$ cat src/rtl/free_tag_list_l9.sv
// Free tag list: circular buffer of rename tags. Reset preloads it with INIT_BASE..INIT_BASE+DEPTH-1,
// the oldest tag is offered on alloc_*, and retired tags are appended through free_*.
module free_tag_list_l9 #(
  parameter int LENGTH    = 9,
  parameter int DEPTH     = 16,
  parameter int INIT_BASE = 32
) (
  input  logic                     clk,
  input  logic                     reset,
  input  logic                     alloc_ready,
  output logic                     alloc_valid,
  output logic [LENGTH-1:0]        alloc_tag,
  input  logic                     free_valid,
  input  logic [LENGTH-1:0]        free_tag,
  output logic [$clog2(DEPTH):0]   count,
  output logic                     full,
  output logic                     empty,
  output logic                     overflow_err
);

  localparam int PW = $clog2(DEPTH);
  localparam int CW = PW + 1;

  logic [LENGTH-1:0] entries [DEPTH];
  logic [PW-1:0]     head;
  logic [PW-1:0]     tail;
  logic [CW-1:0]     count_q;
  logic              ovf_q;

  logic              do_alloc;
  logic              do_free;
  logic              drop;
  logic              is_full;
  logic              is_empty;

  // A release is still accepted when full if an allocation frees a slot on the same edge.
  always_comb begin
    is_full  = (count_q == CW'(DEPTH));
    is_empty = (count_q == '0);
    do_alloc = !is_empty && alloc_ready;
    do_free  = free_valid && (!is_full || do_alloc);
    drop     = free_valid && !do_free;
  end

  always_ff @(posedge clk or negedge reset) begin
    if (!reset) begin
      for (int i = 0; i < DEPTH; i++) begin
        entries[i] <= LENGTH'(INIT_BASE + i);
      end
    end else if (do_free) begin
      entries[tail] <= free_tag;
    end
  end

  always_ff @(posedge clk or negedge reset) begin
    if (!reset) begin
      head <= '0;
      tail <= '0;
    end else begin
      if (do_alloc) begin
        head <= head + PW'(1);
      end
      if (do_free) begin
        tail <= tail + PW'(1);
      end
    end
  end

  always_ff @(posedge clk or negedge reset) begin
    if (!reset) begin
      count_q <= CW'(DEPTH);
    end else begin
      case ({do_alloc, do_free})
        2'b10:   count_q <= count_q - CW'(1);
        2'b01:   count_q <= count_q + CW'(1);
        default: count_q <= count_q;
      endcase
    end
  end

  // Sticky until reset so a dropped return is never lost to software.
  always_ff @(posedge clk or negedge reset) begin
    if (!reset) begin
      ovf_q <= 1'b0;
    end else if (drop) begin
      ovf_q <= 1'b1;
    end
  end

  always_comb begin
    alloc_valid  = !is_empty;
    alloc_tag    = entries[head];
    count        = count_q;
    full         = is_full;
    empty        = is_empty;
    overflow_err = ovf_q;
  end

endmodule

$ cat config.mk
export PLATFORM = sky130hd
export DESIGN_NAME = free_tag_list_l9
export DESIGN_NICKNAME = d
export VERILOG_FILES = /design/src/rtl/free_tag_list_l9.sv
export SDC_FILE = /design/constraint.sdc
export NUM_CORES = 1
export LEC_CHECK = 0
export CAP_MARGIN = 20
export CORE_MARGIN = 2
export CORE_UTILIZATION = 65
export DETAILED_ROUTE_END_ITERATION = 8
export PLACE_DENSITY = 0.85
export SLEW_MARGIN = 20
export SYNTH_ARGS = -nofsm -noshare
export SYNTH_HDL_FRONTEND = slang
export SYNTH_SLANG_ARGS = --single-unit
$ cat constraint.sdc
create_clock -name clk -period 8.4 [get_ports clk]
set_input_delay 0.84 -clock clk [delete_from_list [all_inputs] [get_ports clk]]
set_output_delay 0.84 -clock clk [all_outputs]
set_load 0.1 [all_outputs]
==> results of run 1 <==
## flip-flops by register name (all words and copies together) (netlist names)
signal	count
overflow_err	1
tail	4
head	4
count	5
entries	144
## cells by family (layout without fill, tap and decap cells)
group	after synthesis	count (layout)	synth area share (%)
multiplexers	184	184	33.2
flip-flops	158	158	53.9
AND/OR/NAND/NOR	55	55	4.95
buffers and inverters	33	71	1.98
AO/OA/AOI/OAI	30	30	3.09
adder cells (fa/ha/maj)	10	10	1.78
XOR/XNOR	9	9	1.06
## metrics by stage
| stage | cells | hold slack [ns] |
|---|---|---|
| after floorplan | 479 | 0.459 |
| after global placement | 628 | 0.444 |
| after detailed placement | 628 | 0.482 |
| after CTS | 660 | 0.496 |
| after global routing | 660 | 0.513 |
| final | 660 | 0.497 |
## layer usage
metal	GRT usage (%)	wire length, um	vias up
li1	-	-	1833
met1	37.3	6460	2266
met5	0	0	-
met3	6.40	678	23
met2	44.7	7980	106
met4	8.23	249	0
## final timing paths
kind	endpoint	slack [ns]	start
min in group asynchronous	entries[58]	0.54	reset
worst max-delay path	alloc_tag[5]	4.14	head[0]
worst min-delay path	entries[128]	0.50	entries[128]
worst min register to register	entries[128]	0.50	entries[128]
worst max register to register	count[4]	5.01	count[0]
max in group asynchronous	count[3]	6.62	reset
## layout by cell type (no fill, tap or decap), types with 3 or more instances in the layout
cell type        instances
a22oi_1                 18
buf_4                    3
clkbuf_16               17
clkbuf_8                 4
clkdlybuf4s50_1         29
clkinv_2                 5
clkinvlp_4               3
dfrtp_1                108
dfstp_2                 49
ha_1                     9
inv_1                    6
mux2_1                   8
mux2_2                 139
mux4_2                  36
nand2_1                 19
nand2b_1                 4
nand4_4                  3
nor2_1                   4
nor2_2                   3
nor3_1                   3
nor3_2                   9
o21ai_0                  3
xnor2_1                  6
xor2_1                   3
## worst reg2reg max path: stages (launching register included)
cell,delay (ns)
dfrtp_1,0.46
or4_4,0.61
or2_1,0.37
nand2_1,0.18
inv_1,0.07
ha_1,0.24
inv_1,0.20
ha_1,0.31
a21o_1,0.22
a2111oi_0,0.50
o31ai_1,0.15
## cell type report
cell class | instances | area share, %
Clock buffer | 22 | 5.76
Tap cell | 143 | 2.13
Multi-Input combinational cell | 288 | 39.1
Sequential cell | 158 | 47.8
Clock inverter | 10 | 1.03
Timing Repair Buffer | 33 | 3.86
Inverter | 6 | 0.268
==> results.sh, run 1 <==
export IMPL_synth_cells=479
export IMPL_dieWidth_um=111
export IMPL_worstPathCellList="buf_4 > mux4_2 > a22oi_1 > nand2_1 > clkdlybuf4s50_1"
export IMPL_coreArea_sq_um=11300
export IMPL_critical_path_max_fanout=36
export IMPL_drtIter0Drc=249
export IMPL_hold_viol_final=0
export IMPL_grt_first_pass_wirelength_um=25800
export IMPL_critPathKind="register to output pin"
export IMPL_rr_worst_depth=10
export IMPL_first_pass_iters=4
export IMPL_clk_pin_slew_ns=0.06
export IMPL_wl_um=15400
export IMPL_worstMarginPinSlew_ns=1.10
export IMPL_numCtsBuffers=17
export IMPL_avgSynthCellArea_sq_um=15.6
export IMPL_worst_slack_ns=4.14
export IMPL_yosys_warnings=0
export IMPL_cp_start_kind="register"
export IMPL_final_nets=527
export IMPL_fin_crit_sh_pct=50.7
export IMPL_synth_top_area_share_pct=36.6
export IMPL_final_util_pct=74.2
export IMPL_final_setup_viol_count=0
export IMPL_setup_tns_ns=0
export IMPL_wl_per_cell_um=23.3
export IMPL_pin_count=31
export IMPL_cts_sinks=158
export IMPL_antenna_found_initial=0
export IMPL_num_vias=4228
export IMPL_critPathSlowestCell="clkdlybuf4s50_1"
export IMPL_yosysMostFrequentCell="mux2_2"
export IMPL_synth_cell_types=39
export IMPL_finClkSkew_ns=0.00615
export IMPL_synth_edf_count=0
export IMPL_min_path_type="register to register"
export IMPL_grt_usage_pct=27.3
export IMPL_drv_cap=0
export IMPL_slew_violations=0
export IMPL_hold_path_depth=1
export IMPL_worstPathArrival_ns=3.42
export IMPL_status="completed"
export IMPL_grt_pass1_vias=4677
export IMPL_finalCriticalPeriod_ns=4.26
export IMPL_postCtsResizedCells=0
export IMPL_hpwl_um=9930
export IMPL_initial_core_util_pct=65.8
export IMPL_path_depth=5
export IMPL_rows=39
export IMPL_fillers=703
export IMPL_maxSlewHeadroom_pct=26.7
export IMPL_syn_nets=502
export IMPL_placed_cell_area_sq_um=7830
export IMPL_path_buf_inv=2
export IMPL_ff_latch_area_sq_um=4020
export IMPL_final_cell_area_sq_um=8400
export IMPL_multi_input_area_sq_um=3290
export IMPL_antenna_cells=0
export IMPL_fp_dieH_um=111
export IMPL_post_place_ws_ns=4.42
export IMPL_dieArea_sq_um=12300
export IMPL_synth_common_cells="139 x mux2_2, 109 x dfrtp_1, 49 x dfstp_2"
export IMPL_worstSetupEndpointType="output pin"
export IMPL_cts_tree="yes"
export IMPL_portBuffers=30
export IMPL_drtAntennaViolNets=0
export IMPL_ys_ff_latch=158
export IMPL_clock_path_buffers=2
export IMPL_drc_errors=0
export IMPL_gp_congestion=0.784
export IMPL_maxClockFrequency_mhz=235
export IMPL_required_ns=7.56
export IMPL_cts_hold_buf=0
export IMPL_root_buffer="clkbuf_16"
export IMPL_syn_area_sq_um=7450
export IMPL_grt_overflow=0
export IMPL_yosysTopAreaCell="dfrtp_1"
export IMPL_clk_insertion_delay_late_ns=0.43
export IMPL_grt_setup_unrepaired="false"
export IMPL_synth_flop_cell="dfrtp_1"
export IMPL_grt_max_degree=109
export IMPL_synth_area_top_cells="dfrtp_1 37%, mux2_2 21%, dfstp_2 17%"
export IMPL_yosysSeqAreaShare_pct=53.9
export IMPL_cts_setup_buffers=0
export IMPL_async_reset_ff_share_pct=100
export IMPL_routed_via_density=6.41
export IMPL_area_growth_pct=12.7
export IMPL_drive_above_1_share_pct=54.2
export IMPL_h_tree_depth=4
export IMPL_crit_family="buffers and inverters"
export IMPL_cpPeakStageDelay_ns=0.97
Power of run 1 is not shown: default switching activity piles up to over one toggle a cycle in this logic, so the estimate is an artifact.
==> inputs of run 2 (changes only) <==
--- a/config.mk
+++ b/config.mk
@@ -7,9 +7,9 @@
 export LEC_CHECK = 0
 export CAP_MARGIN = 20
 export CORE_MARGIN = 2
-export CORE_UTILIZATION = 65
+export CORE_UTILIZATION = 61
 export DETAILED_ROUTE_END_ITERATION = 8
-export PLACE_DENSITY = 0.85
+export PLACE_DENSITY = 0.8
 export SLEW_MARGIN = 20
 export SYNTH_ARGS = -nofsm -noshare
 export SYNTH_HDL_FRONTEND = slang
==> constraint.sdc (replaced) <==
create_clock -name clk -period 4.05 [get_ports clk]
set_input_delay 0.405 -clock clk [delete_from_list [all_inputs] [get_ports clk]]
set_output_delay 0.405 -clock clk [all_outputs]
set_load 0.1 [all_outputs]
==> run 2 against run 1 <==
  * Largest cell class unchanged
  * Critical path depth increased by 5
  * Worst setup slack got worse by 3.4 ns
  * Die area increased by 6.3%
  * Wire length decreased by 1.1%
  * Count of clock-buffer cells in the layout decreased by 1
  * Global-route usage decreased by 2.3 points
  * Sequential share of layout area decreased by 0.33 points
  * Register-to-register slack got worse by 4.3 ns
  * Critical endpoint is now count[4]
==> results.sh, run 2 (synthesized netlist as in run 1, its figures left out) <==
export IMPL_status="completed"
export IMPL_worstSetupEndpointType="register"
export IMPL_initial_core_util_pct=62.3
export IMPL_routed_via_density=6.25
export IMPL_drv_cap=0
export IMPL_cts_tree="yes"
export IMPL_final_setup_viol_count=0
export IMPL_cp_start_kind="register"
export IMPL_r2r_slack_ns=0.71
export IMPL_maxSlewHeadroom_pct=30.6
export IMPL_drtIter0Drc=212
export IMPL_final_common_cell="mux2_2"
export IMPL_largest_reg_flops=144
export IMPL_hpwl_um=9330
export IMPL_dieArea_sq_um=13100
export IMPL_postCtsResizedCells=0
export IMPL_grt_pass1_vias=4500
export IMPL_first_pass_iters=4
export IMPL_finClkSkew_ns=0.00777
export IMPL_setup_tns_ns=0
export IMPL_h_tree_depth=4
export IMPL_worst_slack_ns=0.705
export IMPL_root_buffer="clkbuf_16"
export IMPL_final_cell_area_sq_um=8460
export IMPL_required_ns=4.38
export IMPL_grt_first_pass_wirelength_um=24400
export IMPL_final_cell_mix="139 x mux2_2, 108 x dfrtp_1, 49 x dfstp_2"
export IMPL_grt_max_degree=115
export IMPL_dieWidth_um=115
export IMPL_worstMarginPinSlew_ns=1.03
export IMPL_regMostFlops="entries"
export IMPL_cts_hold_buf=0
export IMPL_gp_congestion=0.769
export IMPL_slew_violations=0
export IMPL_post_place_ws_ns=0.758
export IMPL_grt_overflow=0
export IMPL_cts_setup_buffers=0
export IMPL_fp_dieH_um=115
export IMPL_clock_path_buffers=2
export IMPL_grt_setup_unrepaired="false"
export IMPL_clk_insertion_delay_late_ns=0.42
export IMPL_rr_worst_depth=10
export IMPL_min_path_type="primary input to async pin"
export IMPL_r2r_start="count[0]"
export IMPL_wl_per_cell_um=22.8
export IMPL_critPathKind="register to register"
export IMPL_drtAntennaViolNets=0
export IMPL_rows=40
export IMPL_r2r_end="count[4]"
export IMPL_cts_sinks=158
export IMPL_portBuffers=30
export IMPL_placed_cell_area_sq_um=7850
export IMPL_final_nets=530
export IMPL_finalCriticalPeriod_ns=3.34
export IMPL_maxClockFrequency_mhz=299
export IMPL_drive_above_1_share_pct=55.8
export IMPL_coreArea_sq_um=12000
export IMPL_num_vias=4171
export IMPL_fin_crit_sh_pct=82.6
export IMPL_critical_path_max_fanout=6
export IMPL_pin_count=31
export IMPL_clk_pin_slew_ns=0.06
export IMPL_critPathSlowestCell="or4_4"
export IMPL_cpPeakStageDelay_ns=0.62
export IMPL_worstPathArrival_ns=3.68
export IMPL_worstPathCellList="or4_4 > or2_1 > nand2_1 > inv_1 > ha_1 > inv_1 > ha_1 > a21o_1 > a2111oi_0 > o31ai_1"
export IMPL_drc_errors=0
export IMPL_wl_um=15200
export IMPL_holdWs_ns=0.0953
export IMPL_area_growth_pct=13.5
export IMPL_numCtsBuffers=17
export IMPL_grt_usage_pct=25.0
export IMPL_hold_viol_final=0
export IMPL_antenna_cells=0
export IMPL_antenna_found_initial=0
-- run 2: metal layers --
| metal | track usage (%) | wire length [um] |
|---|---|---|
| met3 | 4.55 | 461 |
| met5 | 0 | 0 |
| met2 | 40.3 | 7700 |
| met1 | 35.2 | 6860 |
| met4 | 7.40 | 167 |
-- run 2: final cells by class --
| cell class | count | area (sq um) |
|---|---|---|
| timing repair buffer | 36 | 339 |
| fill | 799 | 3500 |
| sequential | 158 | 4020 |
| clock inverter | 11 | 139 |
| multi-input combinational | 288 | 3290 |
| tap | 147 | 184 |
| inverter | 6 | 22.5 |
| clock buffer | 21 | 470 |
-- run 2: critical path, delay by kind of cell, from the launching register on --
kind	cells	cell delay, ns
flops	1	0.47
simple gates	3	1.16
fa+ha+maj	2	0.53
compound gates	3	0.84
buf+inv	2	0.25
-- run 2: metrics by stage --
stage          util [%]  std cells
4_1_cts            70.7        667
6_report           70.7        667
2_1_floorplan         -        479
5_1_grt            70.7        667
3_3_place_gp       65.6        635
3_5_place_dp       65.6        635
-- run 2: worst max-delay path by stage --
stage / slack [ns] / cells after the start / startpoint / to
after global placement: 0.86 / 11 / alloc_ready / count[4]
after floorplan: 0.60 / 11 / count[0] / count[4]
after global routing: 0.50 / 10 / count[0] / count[4]
after CTS: 0.68 / 10 / count[0] / count[4]
after detailed placement: 0.76 / 11 / alloc_ready / count[4]
final: 0.71 / 10 / count[0] / count[4]
Power of run 2 is left out for the same reason.
==> inputs of run 3 (changes only) <==
==> constraint.sdc (replaced) <==
create_clock -name clk -period 3.1 [get_ports clk]
set_input_delay 0.31 -clock clk [delete_from_list [all_inputs] [get_ports clk]]
set_output_delay 0.31 -clock clk [all_outputs]
set_load 0.1 [all_outputs]
==> run 3 against run 2 <==
  * Sequential share of layout area fell by 1.3 points
  * Non-clock buffer count rose by 15
  * First-iteration DRC count rose by 27%
  * Worst hold slack improved by 0.36 ns
  * Cell area rose by 3.2%
  * Critical path depth did not move
  * Count of clock-buffer cells in the layout rose by 4
  * Critical path type unchanged
  * Critical endpoint unchanged
==> results.sh, run 3 (synthesized netlist as in run 1, its figures left out) <==
export IMPL_status="completed"
export IMPL_cts_tree="yes"
export IMPL_critical_path_max_fanout=6
export IMPL_wl_per_cell_um=22.2
export IMPL_rows=40
export IMPL_fillers=753
export IMPL_setup_tns_ns=0
export IMPL_clk_insertion_delay_late_ns=0.42
export IMPL_largest_reg_flops=144
export IMPL_dieArea_sq_um=13100
export IMPL_clk_pin_slew_ns=0.06
export IMPL_worstPathArrival_ns=3.28
export IMPL_cp_start_kind="register"
export IMPL_required_ns=3.44
export IMPL_finClkSkew_ns=0.00804
export IMPL_critPathKind="register to register"
export IMPL_coreArea_sq_um=12000
export IMPL_drv_cap=0
export IMPL_h_tree_depth=4
export IMPL_r2r_slack_ns=0.17
export IMPL_pin_count=31
export IMPL_gp_congestion=0.801
export IMPL_grt_pass1_vias=4539
export IMPL_rr_worst_depth=10
export IMPL_antenna_found_initial=0
export IMPL_first_pass_iters=4
export IMPL_fp_dieH_um=115
export IMPL_hold_viol_final=0
export IMPL_num_vias=4194
export IMPL_final_setup_viol_count=0
export IMPL_slew_violations=0
export IMPL_antenna_cells=0
export IMPL_fin_crit_sh_pct=94.7
export IMPL_initial_core_util_pct=62.3
export IMPL_finalCriticalPeriod_ns=2.93
export IMPL_drc_errors=0
export IMPL_area_growth_pct=17.2
export IMPL_worst_slack_ns=0.166
export IMPL_post_place_ws_ns=0.149
export IMPL_cts_setup_buffers=0
export IMPL_root_buffer="clkbuf_16"
export IMPL_maxClockFrequency_mhz=341
export IMPL_portBuffers=30
export IMPL_worstMarginPinSlew_ns=0.967
export IMPL_grt_overflow=0
export IMPL_worstSetupEndpointType="register"
export IMPL_numCtsBuffers=17
export IMPL_grt_usage_pct=25.7
export IMPL_hpwl_um=10000
export IMPL_cts_sinks=158
export IMPL_drtIter0Drc=270
export IMPL_dieWidth_um=115
export IMPL_r2r_start="count[1]"
export IMPL_min_path_type="primary input to async pin"
export IMPL_grt_first_pass_wirelength_um=24600
export IMPL_grt_setup_unrepaired="false"
export IMPL_regMostFlops="entries"
export IMPL_final_nets=545
export IMPL_maxSlewHeadroom_pct=35.4
export IMPL_r2r_end="count[4]"
export IMPL_drive_above_1_share_pct=59.1
export IMPL_routed_via_density=6.15
export IMPL_final_cell_mix="139 x mux2_2, 104 x dfrtp_1, 48 x dfstp_2"
export IMPL_wl_um=15100
export IMPL_drtAntennaViolNets=0
export IMPL_final_common_cell="mux2_2"
export IMPL_clock_path_buffers=2
export IMPL_grt_max_degree=68
==> run 3: worst max-delay path by stage <==
stage | start | to | slack (ns) | depth (start not counted)
floorplan | count[2] | count[4] | 0.04 | 11
global placement | count[2] | count[4] | 0.26 | 10
detailed placement | count[2] | count[4] | 0.15 | 10
CTS | count[1] | count[4] | 0.14 | 10
global route | count[1] | count[4] | 0.03 | 10
finish | count[1] | count[4] | 0.17 | 10
==> run 3: area by class of cell <==
| type | count | area [sq um] | share of cell area, % |
|---|---|---|---|
| clock inverters | 7 | 160 | 1.83 |
| well taps | 147 | 184 | 2.11 |
| clock buffers | 25 | 475 | 5.44 |
| inverters | 6 | 22.5 | 0.258 |
| flip-flops and latches | 158 | 4030 | 46.2 |
| repair buffers | 51 | 559 | 6.40 |
| multi-input cells | 288 | 3300 | 37.8 |
==> run 3: routing by layer <==
layer | track usage [%] | wire length, um | vias up | share of wire (%)
met3 | 6.14 | 829 | 21 | 5.5
met2 | 41.2 | 7670 | 93 | 51
li1 | - | - | 1866 | -
met1 | 34.3 | 6370 | 2214 | 42
met5 | 0 | 0 | - | 0
met4 | 9.76 | 235 | 0 | 1.6
==> run 3: worst max-delay path: stages, from the launching register on <==
cell and delay (ns):
dfrtp_4 0.51, or4_4 0.57, o21a_1 0.25, inv_1 0.08, ha_2 0.22, inv_2 0.08
fa_1 0.41, a21o_1 0.22, a21oi_1 0.19, mux2i_1 0.21, o31ai_1 0.10
==> run 3: through the flow <==
stage	hold WS, ns	std cells	util [%]	instance area, sq um
after floorplan	0.0144	479	-	7470
after global placement	0.339	649	67.6	8080
after detailed placement	0.355	649	67.6	8080
after CTS	0.472	682	73.0	8730
after global routing	0.485	682	73.0	8730
final	0.457	682	73.0	8730
==> run 3: what timing repair did <==
action / in CTS / in global routing
hold buffers: 1 / 0
gates resized for setup: 0 / 1
endpoints found under the hold margin: 40 / 0
endpoints found under the setup margin: 0 / 1
Power of run 3 is left out for the same reason.
